[src/rtl/adc_vector_expander.sv]
// adc_vector_expander: rebuilds a full 64-channel x 16-bit frame from the
// compacted sample stream. Masked channels take the next FIFO word and
// unmasked channels are zero-filled. The rebuilt frame is offered to the
// consumer with a valid/ack handshake.
module adc_vector_expander #(
    parameter int unsigned DEBUG_BUS_SIZE = 4,
    parameter int unsigned TIMEOUT_CYCLES = 1024
) (
    input  logic                      clk,
    input  logic                      rstb,
    input  logic                      start,
    input  logic [63:0]               vector_bits,
    input  logic                      fifo_empty,
    output logic                      fifo_pop,
    input  logic [15:0]               fifo_rd_data,
    output logic [1023:0]             frame_out,
    output logic                      frame_valid,
    input  logic                      frame_ack,
    output logic [6:0]                num_active_chans,
    output logic                      err_timeout,
    output logic [DEBUG_BUS_SIZE-1:0] debug
);

    localparam int unsigned NUM_CHANS = 64;
    localparam int unsigned WORD_W    = 16;
    localparam int unsigned FRAME_W   = NUM_CHANS * WORD_W;
    localparam int unsigned IDX_W     = 7;
    localparam int unsigned SLOT_W    = 6;
    localparam int unsigned STALL_W   = 16;

    // A limit of zero disables the starvation abort altogether.
    localparam bit                 TIMEOUT_EN  = (TIMEOUT_CYCLES != 0);
    localparam logic [STALL_W-1:0] STALL_LIMIT =
        STALL_W'((TIMEOUT_CYCLES == 0) ? 0 : TIMEOUT_CYCLES - 1);

    typedef enum logic [2:0] {
        IDLE    = 3'b000,
        SCAN    = 3'b001,
        POP     = 3'b011,
        CAPTURE = 3'b111,
        DONE    = 3'b110
    } state_t;

    state_t                    state_q, state_d;
    logic [NUM_CHANS-1:0]      mask_q, mask_d;
    logic [IDX_W-1:0]          chan_idx_q, chan_idx_d;
    logic [STALL_W-1:0]        stall_cnt_q, stall_cnt_d;
    logic [FRAME_W-1:0]        frame_q, frame_d;
    logic [IDX_W-1:0]          num_q, num_d;
    logic                      valid_q, valid_d;
    logic                      err_q, err_d;
    logic [DEBUG_BUS_SIZE-1:0] debug_q, debug_d;
    logic [SLOT_W-1:0]         slot_c;

    // Mask bit k lands in slot 63-k, which is the bitwise inverse of k.
    assign slot_c = ~chan_idx_q[SLOT_W-1:0];

    // State and datapath registers.
    always_ff @(posedge clk or negedge rstb) begin
        if (!rstb) begin
            state_q     <= IDLE;
            mask_q      <= '0;
            chan_idx_q  <= '0;
            stall_cnt_q <= '0;
            frame_q     <= '0;
            num_q       <= '0;
            valid_q     <= 1'b0;
            err_q       <= 1'b0;
            debug_q     <= '0;
        end else begin
            state_q     <= state_d;
            mask_q      <= mask_d;
            chan_idx_q  <= chan_idx_d;
            stall_cnt_q <= stall_cnt_d;
            frame_q     <= frame_d;
            num_q       <= num_d;
            valid_q     <= valid_d;
            err_q       <= err_d;
            debug_q     <= debug_d;
        end
    end

    // Next-state, pop strobe and datapath updates.
    always_comb begin
        state_d     = state_q;
        mask_d      = mask_q;
        chan_idx_d  = chan_idx_q;
        stall_cnt_d = stall_cnt_q;
        frame_d     = frame_q;
        num_d       = num_q;
        err_d       = 1'b0;
        fifo_pop    = 1'b0;

        case (state_q)
            IDLE: begin
                if (start) begin
                    state_d    = SCAN;
                    mask_d     = vector_bits;
                    frame_d    = '0;
                    chan_idx_d = '0;
                    num_d      = '0;
                end
            end
            SCAN: begin
                if (chan_idx_q == IDX_W'(NUM_CHANS)) begin
                    state_d = DONE;
                end else if (mask_q[chan_idx_q[SLOT_W-1:0]]) begin
                    state_d     = POP;
                    stall_cnt_d = '0;
                end else begin
                    chan_idx_d = chan_idx_q + IDX_W'(1);
                end
            end
            POP: begin
                if (!fifo_empty) begin
                    fifo_pop = 1'b1;
                    state_d  = CAPTURE;
                end else if (TIMEOUT_EN && (stall_cnt_q == STALL_LIMIT)) begin
                    err_d   = 1'b1;
                    state_d = IDLE;
                end else begin
                    stall_cnt_d = stall_cnt_q + STALL_W'(1);
                end
            end
            CAPTURE: begin
                frame_d[slot_c*WORD_W +: WORD_W] = fifo_rd_data;
                chan_idx_d = chan_idx_q + IDX_W'(1);
                num_d      = num_q + IDX_W'(1);
                state_d    = SCAN;
            end
            DONE: begin
                if (frame_ack) begin
                    state_d = IDLE;
                end
            end
            default: begin
                state_d = IDLE;
            end
        endcase
    end

    // Registered flags follow the next state so they line up with the state register.
    always_comb begin
        valid_d = (state_d == DONE);
        debug_d = DEBUG_BUS_SIZE'({start, state_d});
    end

    assign frame_out        = frame_q;
    assign frame_valid      = valid_q;
    assign num_active_chans = num_q;
    assign err_timeout      = err_q;
    assign debug            = debug_q;

endmodule

[config.mk]
export PLATFORM = sky130hd
export DESIGN_NAME = adc_vector_expander
export DESIGN_NICKNAME = d
export VERILOG_FILES = /design/src/rtl/adc_vector_expander.sv
export SDC_FILE = /design/constraint.sdc
export NUM_CORES = 2
export LEC_CHECK = 0
export CAP_MARGIN = 40
export CORE_AREA = 2 2 433 435
export DETAILED_ROUTE_END_ITERATION = 8
export DIE_AREA = 0 0 435 437
export PLACE_DENSITY = 0.42
export SYNTH_ARGS = -nofsm -noshare
export SYNTH_HDL_FRONTEND = slang
export SYNTH_SLANG_ARGS = --single-unit
[constraint.sdc]
create_clock -name clk -period 7.67 [get_ports clk]
set_input_delay 1.1505 -clock clk [delete_from_list [all_inputs] [get_ports clk]]
set_output_delay 1.1505 -clock clk [all_outputs]
set_load 0.005 [all_outputs]
# Yosys cells after proc, flatten, opt, wreduce, memory -nomap -nowiden
# Cells that the tools add are included.
[classes] n_addsub=4 n_lt_le_gt_ge=1 eq_ne=13 shift=2 n_mux=27 bitwise_logic=1 n_reduce_logical=8
[ops] operator="one-hot mux 1024 bit (2 select lines)" n=1
[ops] operator="bitwise mux 1024 bit" n=1
[ops] operator="two-way mux 1024 bit" n=1
[ops] operator="variable shift 16 x 34 -> 1024 bit (first input constant)" n=1
[ops] operator="variable part select 16 x 34 -> 1024 bit" n=1
[ops] operator="two-way mux 16 bit" n=4
[ops] operator="negation 10 -> 34 bit" n=1
[ops] operator="one-hot mux 16 bit (2 select lines)" n=1
[ops] operator="two-way mux 7 bit" n=3
[ops] operator="one-hot mux 7 bit (3 select lines)" n=1
[ops] operator="two-way mux 3 bit" n=6
[ops] operator="adder 16 x 1 -> 16 bit (second input constant)" n=1
[ops] operator="equality test 16 x 10 -> 1 bit (second input constant)" n=1
[ops] operator="one-hot mux 3 bit (5 select lines)" n=1
[ops] operator="adder 7 x 1 -> 7 bit (second input constant)" n=2
[ops] operator="one-hot mux 7 bit (2 select lines)" n=1
[ops] operator="!= test 2 bit (second input constant)" n=6
[ops] operator="equality test 3 bit (second input constant)" n=3
[ops] operator="equality test 7 bit (second input constant)" n=1
[ops] operator="less-than comparator 6 x 7 -> 1 bit (second input constant)" n=1
[ops] operator="binary-select mux 1 bit (select 6 bit)" n=1
[ops] operator="two-way mux 1 bit" n=6
[ops] operator="inverter 6 bit" n=1
[ops] operator="AND reduction 5 bit" n=1
[ops] operator="7 further kinds" n=9
[word_totals] reg_bits=1127 input_bits=85 out_inout_bits=1038 word_cells=65

# Depth between registers and ports, before layout
[depth] depth_word=6 mapped_depth=13 ltp_nobuf=8

# Least setup slack after synthesis
# Ideal clock, no wire load.
[synth_timing] path_kind="register to register" startpoint="register chan_idx_q[3]" endpoint="register frame_q[662], in the netlist frame_out[662]" setup_ns=0.122 arrival_ns=2.956 required_time_ns=7.548 path_slack_ns=4.593 stages_incl_launch_ff=13 n_path_buf=5 synth_period_minus_slack_ns=3.077 cell_sequence="dfrtp_1 -> buf_2 -> clkbuf_1 -> nand2_1 -> nor2_1 -> ha_1 -> clkbuf_1 -> or3_1 -> clkbuf_1 -> nor3_2 -> a21oi_1 -> buf_2 -> a32o_1"
[synth_between] elab_chain_cells=5 word_cells_on_any_way=6 classes_between="add/sub: 1; shift: 2; mux: 2; bitwise: 1"
[synth_lines] item="start, declared" line_no="46" text="logic [IDX_W-1:0] chan_idx_q, chan_idx_d;"
[synth_lines] item="start signal, assigned" line_no="73" text="chan_idx_q <= chan_idx_d;"
[synth_lines] item="inverter 6 bit (*)" line_no="56" text="assign slot_c = ~chan_idx_q[SLOT_W-1:0];"
[synth_lines] item="negation 10 -> 34 bit (*)" line_no="126" text="frame_d[slot_c*WORD_W +: WORD_W] = fifo_rd_data;"
[synth_lines] item="variable part select 16 x 34 -> 1024 bit / variable shift 16 x 34 -> 1024 bit (equally long branches)" line_no="126"
[synth_lines] item="bitwise mux 1024 bit (*)" line_no="126"
[synth_lines] item="one-hot mux 1024 bit (2 select lines) (*)" line_no="94" text="case (state_q)"
[synth_lines] item="end signal, assigned" line_no="75" text="frame_q <= frame_d;"
[synth_lines] item="end, declared" line_no="48" text="logic [FRAME_W-1:0] frame_q, frame_d;"
# Mark *: on every way between the ends. The rest lies on a longest branch, timed or not.
# A chain may end at the register's enable or synchronous reset.

# Final worst setup path
[layout_timing] startpoint="register chan_idx_q[0]" endpoint="register frame_q[461], in the netlist frame_out[461]"
# The elaborated chain is that of the path after synthesis.

==> results.sh <==
export IMPL_critPathMaxFanout=26
export IMPL_status="finished clean"
export IMPL_synthTopCellsByArea="dfrtp_1 65%, o21ai_0 11%, nand3_1 11%"
export IMPL_post_cts_buffers=0
export IMPL_placed_area_um2=57900
export IMPL_wl_um=220000
export IMPL_insertion_delay_ns=0.82
export IMPL_r2r_start="chan_idx_q[0]"
export IMPL_tightest_slew_ns=1.12
export IMPL_crit_path_start_kind="flip-flop"
export IMPL_finalCriticalPeriod_ns=4.61
export IMPL_cap_violations=0
export IMPL_cts_resized=0
export IMPL_grt_ovfl_total=0
export IMPL_cp_end_kind="flip-flop"
export IMPL_syn_to_final_growth_pct=43.8
export IMPL_port_buffers=1122
export IMPL_fill_cells=19035
export IMPL_hp_class="primary input to async pin"
export IMPL_place_detailed_hpwl_um=153000
export IMPL_final_area_um2=62600
export IMPL_crit_type="flip-flop to flip-flop"
export IMPL_die_area_um2=190000
export IMPL_antenna_left=0
export IMPL_register_area_um2=28100
export IMPL_cts_inserted_buffers=138
export IMPL_synth_avg_cell_area_um2=10.2
export IMPL_dp_slack_ns=2.96
export IMPL_fin_hold_ws_ns=0.404
export IMPL_hold_viol=0
export IMPL_layout_drive_gt1_share_pct=7.68
export IMPL_drc=0
export IMPL_max_freq_ghz=0.217
export IMPL_netlist_area_leader_share_pct=64.6
export IMPL_drv_slew=0
export IMPL_setup_viol=0
export IMPL_die_w_um=435
export IMPL_synth_seq_cells=1124
export IMPL_clockPowerShare_pct=42.1
export IMPL_rsz0062_at_grt="false"
export IMPL_core_um2=185000
export IMPL_synth_fp_nets=4347
export IMPL_grt_pass1_vias=36349
export IMPL_maxSlewHeadroom_pct=25.3
export IMPL_drtIter0Drc=2784
export IMPL_required_ns=8.32
export IMPL_tritoncts="yes"
export IMPL_synth_flop_cell="dfrtp_1"
export IMPL_gp_congestion=0.809
export IMPL_grt_max_degree=203
export IMPL_power_leakage_nw=26.1
export IMPL_synthArstFlopShare_pct=100
export IMPL_die_h_um=437
export IMPL_fin_nets=5349
export IMPL_netlist_top_cell_by_area="dfrtp_1"
export IMPL_h_tree_depth=4
export IMPL_postCtsHoldBufs=0
export IMPL_rows=158
export IMPL_clk_pin_slew_ns=0.06
export IMPL_cts_root_buf="clkbuf_16"
export IMPL_wire_per_inst_um=27.9
export IMPL_mappedNetlistArea_um2=43500
export IMPL_fin_crit_sh_pct=60.1
export IMPL_yosysUniqueCellTypes=55
export IMPL_reg2reg_depth=9
export IMPL_r2r_end="frame_out[461]"
export IMPL_syn_inst=4257
export IMPL_post_route_util_pct=33.8
export IMPL_netSwitchingPower_mw=5.30
export IMPL_power_density_nw_per_um2=256
export IMPL_cp_arrival_ns=5.26
export IMPL_synth_edf_count=0
export IMPL_start_util_pct=23.5
export IMPL_reg2reg_slack_ns=3.06
export IMPL_max_vdd_ir_drop_mv=0.162
export IMPL_via_per_inst=4.72
export IMPL_grt_first_pass_wirelength_um=305000
export IMPL_fin_skew_ns=0.0364
export IMPL_combinationalPowerShare_pct=18.3
export IMPL_ys_seq_area_share_pct=64.6
export IMPL_grtUsageTotal_pct=22.6
export IMPL_multi_input_area_um2=13900
export IMPL_clkSinkCount=1124
export IMPL_synth_most_common_cell="dfrtp_1"
export IMPL_fin_ws_ns=3.06
export IMPL_synthTopCellsByCount="1124 x dfrtp_1, 932 x o21ai_0, 915 x nand3_1"
export IMPL_dr_pass1_iters=5
export IMPL_ios=1123
export IMPL_finalSetupTns_ns=0
export IMPL_p_int_mw=10.7
export IMPL_antenna_found_initial=27
export IMPL_cts_max_path_buffers=3
export IMPL_pwr_share_seq_pct=39.5
export IMPL_num_vias=37049
export IMPL_p_sw_share_pct=33.1
export IMPL_yosysWarningCount=0
==> metrics by stage <==
step           cells  power, mW
4_1_cts         7846       16.3
3_3_place_gp    7560       9.40
5_1_grt         7848       16.7
2_1_floorplan   4257       7.89
6_report        7856       16.0
3_5_place_dp    7599       9.47
==> area by class of cell <==
class | count | area share, %
flip-flops and latches | 1124 | 45.0
multi-input cells | 2730 | 22.3
repair buffers | 1259 | 20.3
clock buffers | 207 | 6.40
well taps | 2480 | 4.96
clock inverters | 40 | 1.05
diodes | 10 | 0.0400
inverters | 6 | 0.0360
==> kinds of logic after synthesis <==
| kind of cell | share of synthesized area, % |
|---|---|
| buffers and inverters | 3.57 |
| adder cells (fa/ha/maj) | 0.144 |
| AO/OA/AOI/OAI | 13.3 |
| XOR/XNOR | 0.121 |
| AND/OR/NAND/NOR | 17.1 |
| multiplexers | 1.10 |
| flip-flops | 64.6 |
==> flip-flops by register name, summed over array words and instances, names as in the netlist <==
name / count
num_active_chans: 7
frame_valid: 1
chan_idx_q: 7
stall_cnt_q: 16
err_timeout: 1
frame_out: 1024
debug: 4
mask_q: 64
==> worst max path at each step <==
| stage | to | from | slack, ns |
|---|---|---|---|
| 5_1_grt | frame_out[461] | chan_idx_q[0] | 2.67 |
| 3_5_place_dp | frame_out[461] | chan_idx_q[0] | 2.96 |
| 2_1_floorplan | frame_out[662] | chan_idx_q[3] | 4.59 |
| 3_3_place_gp | frame_out[489] | chan_idx_q[1] | 2.69 |
| 6_report | frame_out[461] | chan_idx_q[0] | 3.06 |
| 4_1_cts | frame_out[461] | chan_idx_q[0] | 2.96 |
==> metal layers <==
| layer | part of all wire [%] | track usage [%] | vias up |
|---|---|---|---|
| met5 | 0.052 | 0 | - |
| met2 | 48 | 37.7 | 1124 |
| met1 | 41 | 28.0 | 18673 |
| li1 | - | - | 16950 |
| met3 | 6.6 | 6.00 | 284 |
| met4 | 3.7 | 8.08 | 18 |
==> power groups by stage <==
stage	clock network, mW	registers [mW]	logic, mW
detailed placement	0	6.45	3.02
global route	7.18	6.37	3.20
global placement	0	6.45	2.95
CTS	6.94	6.34	3.03
floorplan	0	6.34	1.55
finish	6.75	6.34	2.94
==> layout by cell type (no fill, tap or decap), drive strengths merged, types with 4 or more instances in the layout <==
cell type and n:
dfrtp 1124, a32o 69, nand4 8, buf 154, nor2b 5, or4 5
clkbuf 207, nand3 916, clkinv 24, mux4 15, nor3 15, a31oi 12
mux2i 12, ha 5, o21ai 946, nor2 33, nand2 602, clkdlybuf4s50 1105
and3 8, inv 11, bufinv 9, and2 9, diode 10, or3 4
a21oi 19
==> critical path, cell delays in order, from the launching register on <==
cell     delay (ns)
dfrtp_2        0.88
ha_1           0.49
nand3_1        0.20
xor2_1         0.65
nand4_1        0.40
nor2_4         0.71
nand3_1        0.58
buf_6          0.34
nand3_1        0.08
o21ai_0        0.10
Note: power is estimated with default switching activity, not from simulation.
